[config.mk]
export PLATFORM = sky130hd
export DESIGN_NAME = interval_sched
export DESIGN_NICKNAME = d
export VERILOG_FILES = /design/src/rtl/interval_sched.sv
export SDC_FILE = /design/constraint.sdc
export NUM_CORES = 1
export LEC_CHECK = 0
export CAP_MARGIN = 20
export CORE_MARGIN = 5
export CORE_UTILIZATION = 50
export DETAILED_ROUTE_END_ITERATION = 12
export MAX_ROUTING_LAYER = met4
export PLACE_DENSITY_LB_ADDON = 0.1
export RECOVER_POWER = 100
export REMOVE_ABC_BUFFERS = 1
export SLEW_MARGIN = 20
export SYNTH_ARGS = -nofsm -noshare
export SYNTH_HDL_FRONTEND = slang
export SYNTH_SLANG_ARGS = --single-unit
[constraint.sdc]
create_clock -name clk_i -period 12.36 [get_ports clk_i]
set_input_delay 1.854 -clock clk_i [delete_from_list [all_inputs] [get_ports clk_i]]
set_output_delay 1.854 -clock clk_i [all_outputs]
set_load 0.02 [all_outputs]
[src/rtl/interval_sched.sv]
// interval_sched: one fp16 interval classifier shared round-robin by NUM_REQ requesters
// through a 2-stage valid/ready pipeline. Define INTERVAL_SCHED_HIST_EN to add per-interval hit counters.
module interval_sched #(
    parameter int NUM_REQ = 4,
    parameter int WIDTH   = 16,
    parameter int NUM_INT = 8,
    localparam int IDW    = $clog2(NUM_REQ),
    localparam int AW     = $clog2(NUM_INT)
) (
    input  logic                     clk_i,
    input  logic                     rst_ni,
`ifdef INTERVAL_SCHED_HIST_EN
    input  logic                     hist_clr_i,
    input  logic [AW-1:0]            hist_sel_i,
    output logic [15:0]              hist_cnt_o,
`endif
    input  logic [NUM_REQ-1:0]       req_valid_i,
    input  logic [NUM_REQ*WIDTH-1:0] req_data_i,
    output logic [NUM_REQ-1:0]       req_ready_o,
    output logic                     rsp_valid_o,
    input  logic                     rsp_ready_i,
    output logic [IDW-1:0]           rsp_id_o,
    output logic [NUM_INT-1:0]       rsp_interval_o,
    input  logic                     cfg_we_i,
    input  logic [AW-1:0]            cfg_addr_i,
    input  logic [WIDTH-1:0]         cfg_data_i,
    output logic                     cfg_ready_o,
    output logic                     busy_o
);

    localparam logic [WIDTH-1:0] SIGN_BIT = {1'b1, {(WIDTH-1){1'b0}}};

    typedef enum logic [1:0] {
        IDLE  = 2'd0,
        RUN   = 2'd1,
        DRAIN = 2'd2
    } state_t;

    state_t               state;
    state_t               state_nxt;

    logic [IDW-1:0]       rr_ptr;
    logic [IDW-1:0]       grant_idx;
    logic                 grant_found;
    logic                 grant_en;

    logic [WIDTH-1:0]     bnd [NUM_INT-1];
    logic                 cfg_commit;

    logic                 s1_valid;
    logic [WIDTH-1:0]     s1_data;
    logic [IDW-1:0]       s1_id;
    logic [NUM_INT-1:0]   s1_interval;
    logic [AW-1:0]        s1_index;

    logic                 s2_load;
    logic                 s1_accept;

    // Maps fp16 onto an unsigned key whose ordering matches numeric ordering (-0 folds onto +0).
    function automatic logic [WIDTH-1:0] order_key(input logic [WIDTH-1:0] x);
        if (x == SIGN_BIT) begin
            order_key = SIGN_BIT;
        end else if (x[WIDTH-1]) begin
            order_key = ~x;
        end else begin
            order_key = x | SIGN_BIT;
        end
    endfunction

    assign busy_o    = s1_valid | rsp_valid_o;
    assign s2_load   = !rsp_valid_o || rsp_ready_i;
    assign s1_accept = !s1_valid || s2_load;

    // First valid requester at or after the pointer, wrapping at NUM_REQ.
    always_comb begin
        logic [IDW:0] cand;
        grant_found = 1'b0;
        grant_idx   = '0;
        cand        = '0;
        for (int i = 0; i < NUM_REQ; i++) begin
            cand = {1'b0, rr_ptr} + (IDW+1)'(i);
            if (cand >= (IDW+1)'(NUM_REQ)) begin
                cand = cand - (IDW+1)'(NUM_REQ);
            end
            if (!grant_found && req_valid_i[cand[IDW-1:0]]) begin
                grant_found = 1'b1;
                grant_idx   = cand[IDW-1:0];
            end
        end
    end

    // A pending config write (or an ongoing drain) blocks new grants so the table update waits for an empty pipe.
    assign grant_en    = (state != DRAIN) && !cfg_we_i && s1_accept && grant_found;
    assign req_ready_o = (grant_en ? (NUM_REQ'(1) << grant_idx) : '0) & {NUM_REQ{rst_ni}};

    always_ff @(posedge clk_i or negedge rst_ni) begin
        if (!rst_ni) begin
            state <= IDLE;
        end else begin
            state <= state_nxt;
        end
    end

    always_comb begin
        state_nxt   = state;
        cfg_ready_o = 1'b0;
        unique case (state)
            IDLE: begin
                if (cfg_we_i) begin
                    state_nxt = DRAIN;
                end else if (|req_valid_i) begin
                    state_nxt = RUN;
                end
            end
            RUN: begin
                if (cfg_we_i) begin
                    state_nxt = DRAIN;
                end else if (!busy_o && !(|req_valid_i)) begin
                    state_nxt = IDLE;
                end
            end
            DRAIN: begin
                if (!cfg_we_i) begin
                    state_nxt = (busy_o || (|req_valid_i)) ? RUN : IDLE;
                end else if (!busy_o) begin
                    cfg_ready_o = 1'b1;
                    state_nxt   = IDLE;
                end
            end
            default: state_nxt = IDLE;
        endcase
    end

    // Out-of-range addresses still complete the handshake but leave the table alone.
    assign cfg_commit = cfg_ready_o && (cfg_addr_i < AW'(NUM_INT-1));

    always_ff @(posedge clk_i or negedge rst_ni) begin
        if (!rst_ni) begin
            for (int i = 0; i < NUM_INT-1; i++) begin
                bnd[i] <= '0;
            end
        end else if (cfg_commit) begin
            bnd[cfg_addr_i] <= cfg_data_i;
        end
    end

    // Interval index is the number of boundaries the sample is at or above.
    always_comb begin
        s1_index    = '0;
        s1_interval = '0;
        for (int i = 0; i < NUM_INT-1; i++) begin
            if (order_key(s1_data) >= order_key(bnd[i])) begin
                s1_index = s1_index + AW'(1);
            end
        end
        s1_interval[s1_index] = 1'b1;
    end

    always_ff @(posedge clk_i or negedge rst_ni) begin
        if (!rst_ni) begin
            s1_valid <= 1'b0;
            s1_data  <= '0;
            s1_id    <= '0;
        end else if (s1_accept) begin
            s1_valid <= grant_en;
            if (grant_en) begin
                s1_data <= req_data_i[grant_idx*WIDTH +: WIDTH];
                s1_id   <= grant_idx;
            end
        end
    end

    always_ff @(posedge clk_i or negedge rst_ni) begin
        if (!rst_ni) begin
            rsp_valid_o    <= 1'b0;
            rsp_id_o       <= '0;
            rsp_interval_o <= '0;
        end else if (s2_load) begin
            rsp_valid_o <= s1_valid;
            if (s1_valid) begin
                rsp_id_o       <= s1_id;
                rsp_interval_o <= s1_interval;
            end
        end
    end

    always_ff @(posedge clk_i or negedge rst_ni) begin
        if (!rst_ni) begin
            rr_ptr <= '0;
        end else if (grant_en) begin
            rr_ptr <= (grant_idx == IDW'(NUM_REQ-1)) ? '0 : grant_idx + IDW'(1);
        end
    end

`ifdef INTERVAL_SCHED_HIST_EN
    logic [15:0] hist_cnt [NUM_INT];

    // Clear wins over a same-cycle hit; counters stick at all-ones.
    always_ff @(posedge clk_i or negedge rst_ni) begin
        if (!rst_ni) begin
            for (int i = 0; i < NUM_INT; i++) begin
                hist_cnt[i] <= '0;
            end
        end else if (hist_clr_i) begin
            for (int i = 0; i < NUM_INT; i++) begin
                hist_cnt[i] <= '0;
            end
        end else if (rsp_valid_o && rsp_ready_i) begin
            for (int i = 0; i < NUM_INT; i++) begin
                if (rsp_interval_o[i] && (hist_cnt[i] != 16'hFFFF)) begin
                    hist_cnt[i] <= hist_cnt[i] + 16'd1;
                end
            end
        end
    end

    assign hist_cnt_o = hist_cnt[hist_sel_i];
`endif

endmodule

==> Yosys cells after proc, flatten, opt, wreduce, memory -nomap -nowiden <==
Index checks and enable logic that the tools add are counted.
{ "op_classes": {"n_eq_ne": 15, "n_reduce_logical": 26, "n_addsub": 14, "n_bitwise": 11, "n_shift": 2, "muxes": 61, "order_cmp": 20} }
{ "ops": {"columns": ["operator", "n"], "rows": [
  ["16-bit 2-to-1 mux", 17],
  ["16-bit == test (second input constant)", 8],
  ["16-bit NOT", 8],
  ["112-bit bitwise mux", 1],
  ["16-bit >= comparator", 7],
  ["64-bit by 7-bit variable part select with 16-bit output", 1],
  ["16-bit demux with 3-bit select", 1],
  ["2-bit 2-to-1 mux", 15],
  ["3-bit by 1-bit adder with 3-bit output (second input constant)", 6],
  ["3-bit 2-to-1 mux", 6],
  ["1-bit 2-to-1 mux", 14],
  ["2-bit by 3-bit < comparator with 1-bit output (second input constant)", 4],
  ["1-bit logical AND", 10],
  ["3-bit >= comparator (second input constant)", 3],
  ["3-bit != test (second input constant)", 3],
  ["1-bit binary-select mux with 2-bit select", 4],
  ["1-bit logical NOT", 8],
  ["2-bit by 1-bit subtractor with 2-bit output (second input constant)", 4],
  ["2-bit by 2-bit adder with 3-bit output (second input constant)", 2],
  ["2-bit case mux with 3 select lines", 1],
  ["4-bit AND", 1],
  ["2-bit == test (second input constant)", 2],
  ["4-bit >= comparator (second input constant)", 1],
  ["3-bit by 4-bit < comparator with 1-bit output (second input constant)", 1],
  ["18 further kinds", 21]
]} }
{ "word_totals": {"wordCells": 164, "register_bits": 146, "input_bits": 91} }

==> Depth between registers and ports, before layout <==
{ "logic_depth": {"word_depth": 21, "mapped_depth": 33, "depth_no_buf": 32} }

==> Worst setup path before layout <==
No wires, ideal clock.
{ "synth_timing": {"kind": "register to register", "startpoint": "register s1_data[14]", "endpoint": "register rsp_interval_o[4]", "setup_ns": 0.095, "required_ns": 12.265, "period_less_slack_ns": 6.703, "path_buffers": 2, "slack_ns": 5.657, "stages_incl_launch_ff": 33, "t_arrival_ns": 6.607, "path_cell_list": "dfrtp_1 inv_1 ha_1 nor4b_1 and4_1 clkbuf_1 clkbuf_1 nor2_1 ha_1 a21o_1 a21oi_1 nor2b_1 o21ai_0 nand2b_1 a221oi_1 nand2_1 a31o_2 ha_1 or2_2 o211a_1 ha_1 mux2i_1 inv_1 ha_1 nor2_1 a21oi_1 ha_1 mux2_2 ha_1 nor2b_1 xnor2_1 xor3_1 o31ai_1"} }
{ "synth_between": {"elab_chain_cells": 21} }
{ "synth_rtl": {"columns": ["element", "line_no", "text"], "rows": [
  ["start, declared", "51", "logic [WIDTH-1:0] s1_data;"],
  ["start signal, assigned", "167", "s1_data <= req_data_i[grant_idx*WIDTH +: WIDTH];"],
  ["parallel branches: the longest is 2 deep, another holds 16-bit == test", null, null],
  ["16-bit 2-to-1 mux *", "61", "if (x == SIGN_BIT) begin"],
  ["16-bit >= comparator", "152", "if (order_key(s1_data) >= order_key(bnd[i])) begin"],
  ["1-bit 2-to-1 mux", "152", null],
  ["3-bit by 1-bit adder with 3-bit output", "153", "s1_index = s1_index + AW'(1);"],
  ["3-bit 2-to-1 mux", "152", null],
  ["3-bit by 1-bit adder with 3-bit output", "153", null],
  ["3-bit 2-to-1 mux", "152", null],
  ["[... 4 more ...]", null, null],
  ["3-bit by 1-bit adder with 3-bit output", "153", null],
  ["3-bit 2-to-1 mux", "152", null],
  ["3-bit by 1-bit adder with 3-bit output", "153", null],
  ["3-bit 2-to-1 mux *", "152", null],
  ["3-bit by 4-bit < comparator with 1-bit output (not written as such) or 3-bit by 1-bit >= comparator with 1-bit output (tied branches)", "156", "s1_interval[s1_index] = 1'b1;"],
  ["1-bit logical AND (not written as such)", "156", null],
  ["1-bit 2-to-1 mux (not written as such)", "156", null],
  ["1-bit demux with 3-bit select *", "156", null],
  ["end signal, assigned", "182", "rsp_interval_o <= s1_interval;"],
  ["end, declared", "23", "output logic [NUM_INT-1:0] rsp_interval_o,"]
]} }
Every way passes the cells marked *.
A chain may end at the register's enable or synchronous reset.

==> Final worst setup path <==
{ "layout_timing": {"startpoint": "register s1_data[15]", "endpoint": "register rsp_interval_o[4]"} }
The elaborated chain is that of the path after synthesis.

==> qor.yml <==
ant_nets: 0
ys_seq_elements: 146
clk_pin_slew_ps: 70
die_area_um2: 24610
grt_pass1_wl_mm: 46.58
ff_latch_area_um2: 3654
final_cells: 1504
finalWirelength_mm: 29.41
final_hold_viol_count: 0
critical_path_class: "reg2reg"
globalRouteMet1Util: 0.3349
multi_input_area_um2: 6848
postCtsHoldBufs: 0
post-route-drc-count: 0
grt_max_degree: 85
fp.dieW_um: 156.9
met3_usage: 0.04895
io_pins: 108
async_flop_share: 1.000
failed_checks: "capacitance limit, slew limit"
port_buffers: 107
power_mw: 3.970
drt_iter0_drc: 539
syn_to_final_growth_pct: 17.74
drt-vias-per-instance: 5.602
rows: 53
max_freq_ghz: 0.1214
synth.avg_cell_area_um2: 9.578
drt_first_pass_iters: 5
setup_viol: 0
status: "finished, violations left"
fin_skew_ps: 16.21
synth-edff-count: 0
rsz0062_at_grt: "no"
tns_ps: 0
die_h_um: 156.9
powerDensity_nw_per_um2: 312.6
critical_path.slowest_cell: "dfrtp_1"
cp.required_ps: 12710
regToRegSetupSlack_ps: 4130
cts_max_path_buffers: 2
ir_worst_vdd_uv: 372.6
post-place-cells: 1472
grt_pass1_vias: 8324
cts.root.buffer_cell: "clkbuf_16"
cts_tree: "done"
yosys-top-cells-count: "nand2_1, dfrtp_1, ha_1"
via_count: 8425
place.gp.congestion: 0.9079
htreeDepth: 4
synth-main-ff-cell: "dfrtp_1"
nFillCells: 1841
yosysMostFrequentCell: "nand2_1"
dp_hpwl_mm: 20.75
cts.sinks: 146
seq_area_frac_synth: 0.3387
yosys.area.top_type: "dfrtp_1"
synth_top_area_frac: 0.3387
max_stage_delay_ps: 830
tightest_slew_ps: 4546
overflow: 0
nets: 1430
synthCells: 1126
synth_area_leaders: "dfrtp_1, ha_1, mux2_2, xor2_1, nand2_1"
cp_common_cell: "ha_1"
ys_types: 60
period_needed_ps: 8234
syn_area_um2: 10790
max-cap-violations: 2
leakage_nw: 6.423
slew_headroom: -2.031
yosysWarnings: 0
clock_latency_ps: 440
hold_path_class: "reg2reg"
start_util: 0.5098
final_layout_size_suffix_gt1_frac: 0.1359
finalMaxSlewViolations: 153
use_met2: 0.3939
path_max_fanout: 17
final_util: 0.6003
crit_arrival_ps: 8590
antenna_cells: 0
start_kind: "flop"
grt.busiest_layer: "met2"
fp.coreArea_um2: 21150
avgRoutedWirePerCell_um: 19.56
cp-end-kind: "flop"
grt_usage: 0.2554
timing.final.crit_share: 0.6662
cts_buffers: 17
antenna_found_initial: 0
post_cts_resized: 0
cts_setup_buffers: 0
## cell families after synthesis
family | share of synthesized area
compound gates | 0.09536
xor+xnor | 0.1065
fa+ha+maj | 0.1456
buf+inv | 0.02668
flops | 0.3387
mux | 0.1209
simple gates | 0.1662
## final timing paths
path,startpoint,end,cells past startpoint
setup / recovery,s1_data[15]$_DFFE_PN0P_,rsp_interval_o[4]$_DFFE_PN0P_,30
hold / removal,rsp_interval_o[6]$_DFFE_PN0P_,rsp_interval_o[6]$_DFFE_PN0P_,2
setup reg to reg,s1_data[15]$_DFFE_PN0P_,rsp_interval_o[4]$_DFFE_PN0P_,30
hold reg to reg,rsp_interval_o[6]$_DFFE_PN0P_,rsp_interval_o[6]$_DFFE_PN0P_,2
max in group asynchronous,rst_ni,bnd[105]$_DFFE_PN0P_,2
min in group asynchronous,rst_ni,bnd[29]$_DFFE_PN0P_,1
## sequential cells by signal, summed over array words and instances (netlist names)
signal and flops:
rr_ptr 2, rsp_valid_o 1, state 2, s1_valid 1, rsp_id_o 2, s1_data 16, s1_id 2, bnd 112
rsp_interval_o 8
## through the flow
| step | hold slack (ps) | cell area, um2 | setup WS (ps) |
|---|---|---|---|
| global placement | 470.0 | 12110 | 4429 |
| finish | 486.4 | 12700 | 4126 |
| detailed placement | 476.1 | 12110 | 4159 |
| global route | 508.8 | 12700 | 2646 |
| CTS | 493.6 | 12720 | 4119 |
| floorplan | 446.0 | 10580 | 5105 |
## critical path, delay by kind of cell (launching register included)
family,cells,cell delay [ps]
XOR/XNOR,2,780
multiplexers,2,500
adder cells (fa/ha/maj),7,1920
flip-flops,1,830
buffers and inverters,1,100
AO/OA/AOI/OAI,10,1900
AND/OR/NAND/NOR,8,2120
## layout by cell type, fill, tap and decap left out, drive strengths merged, types with 21 or more instances in the layout
| cell | instances |
|---|---|
| nand2 | 211 |
| dfrtp | 146 |
| ha | 123 |
| mux2 | 114 |
| xor2 | 98 |
| clkdlybuf4s50 | 86 |
| o21ai | 50 |
| nor2 | 39 |
| a21oi | 28 |
| inv | 28 |
| clkbuf | 22 |
| nand3 | 21 |
## metal layers
metal  part of all wire  vias to the layer above
met5                  0                        -
met4              0.036                        0
met3              0.051                       57
met2               0.45                      227
met1               0.46                     3983
li1                   -                     4158
## report_power, final
part / switching (mW) / total [mW] / internal, mW / leakage [nW]
sequential: 0.110 / 0.684 / 0.574 / 1.95
combinational: 1.48 / 2.74 / 1.26 / 4.17
clock: 0.237 / 0.548 / 0.311 / 0.302
## cell type report
cell class | instances | share of cell area
inverters | 21 | 0.006208
multi-input cells | 908 | 0.5393
clock inverters | 14 | 0.01330
repair buffers | 122 | 0.09183
well taps | 275 | 0.02710
clock buffers | 18 | 0.03458
flip-flops and latches | 146 | 0.2877
Note: power is estimated with default switching activity, not from simulation.
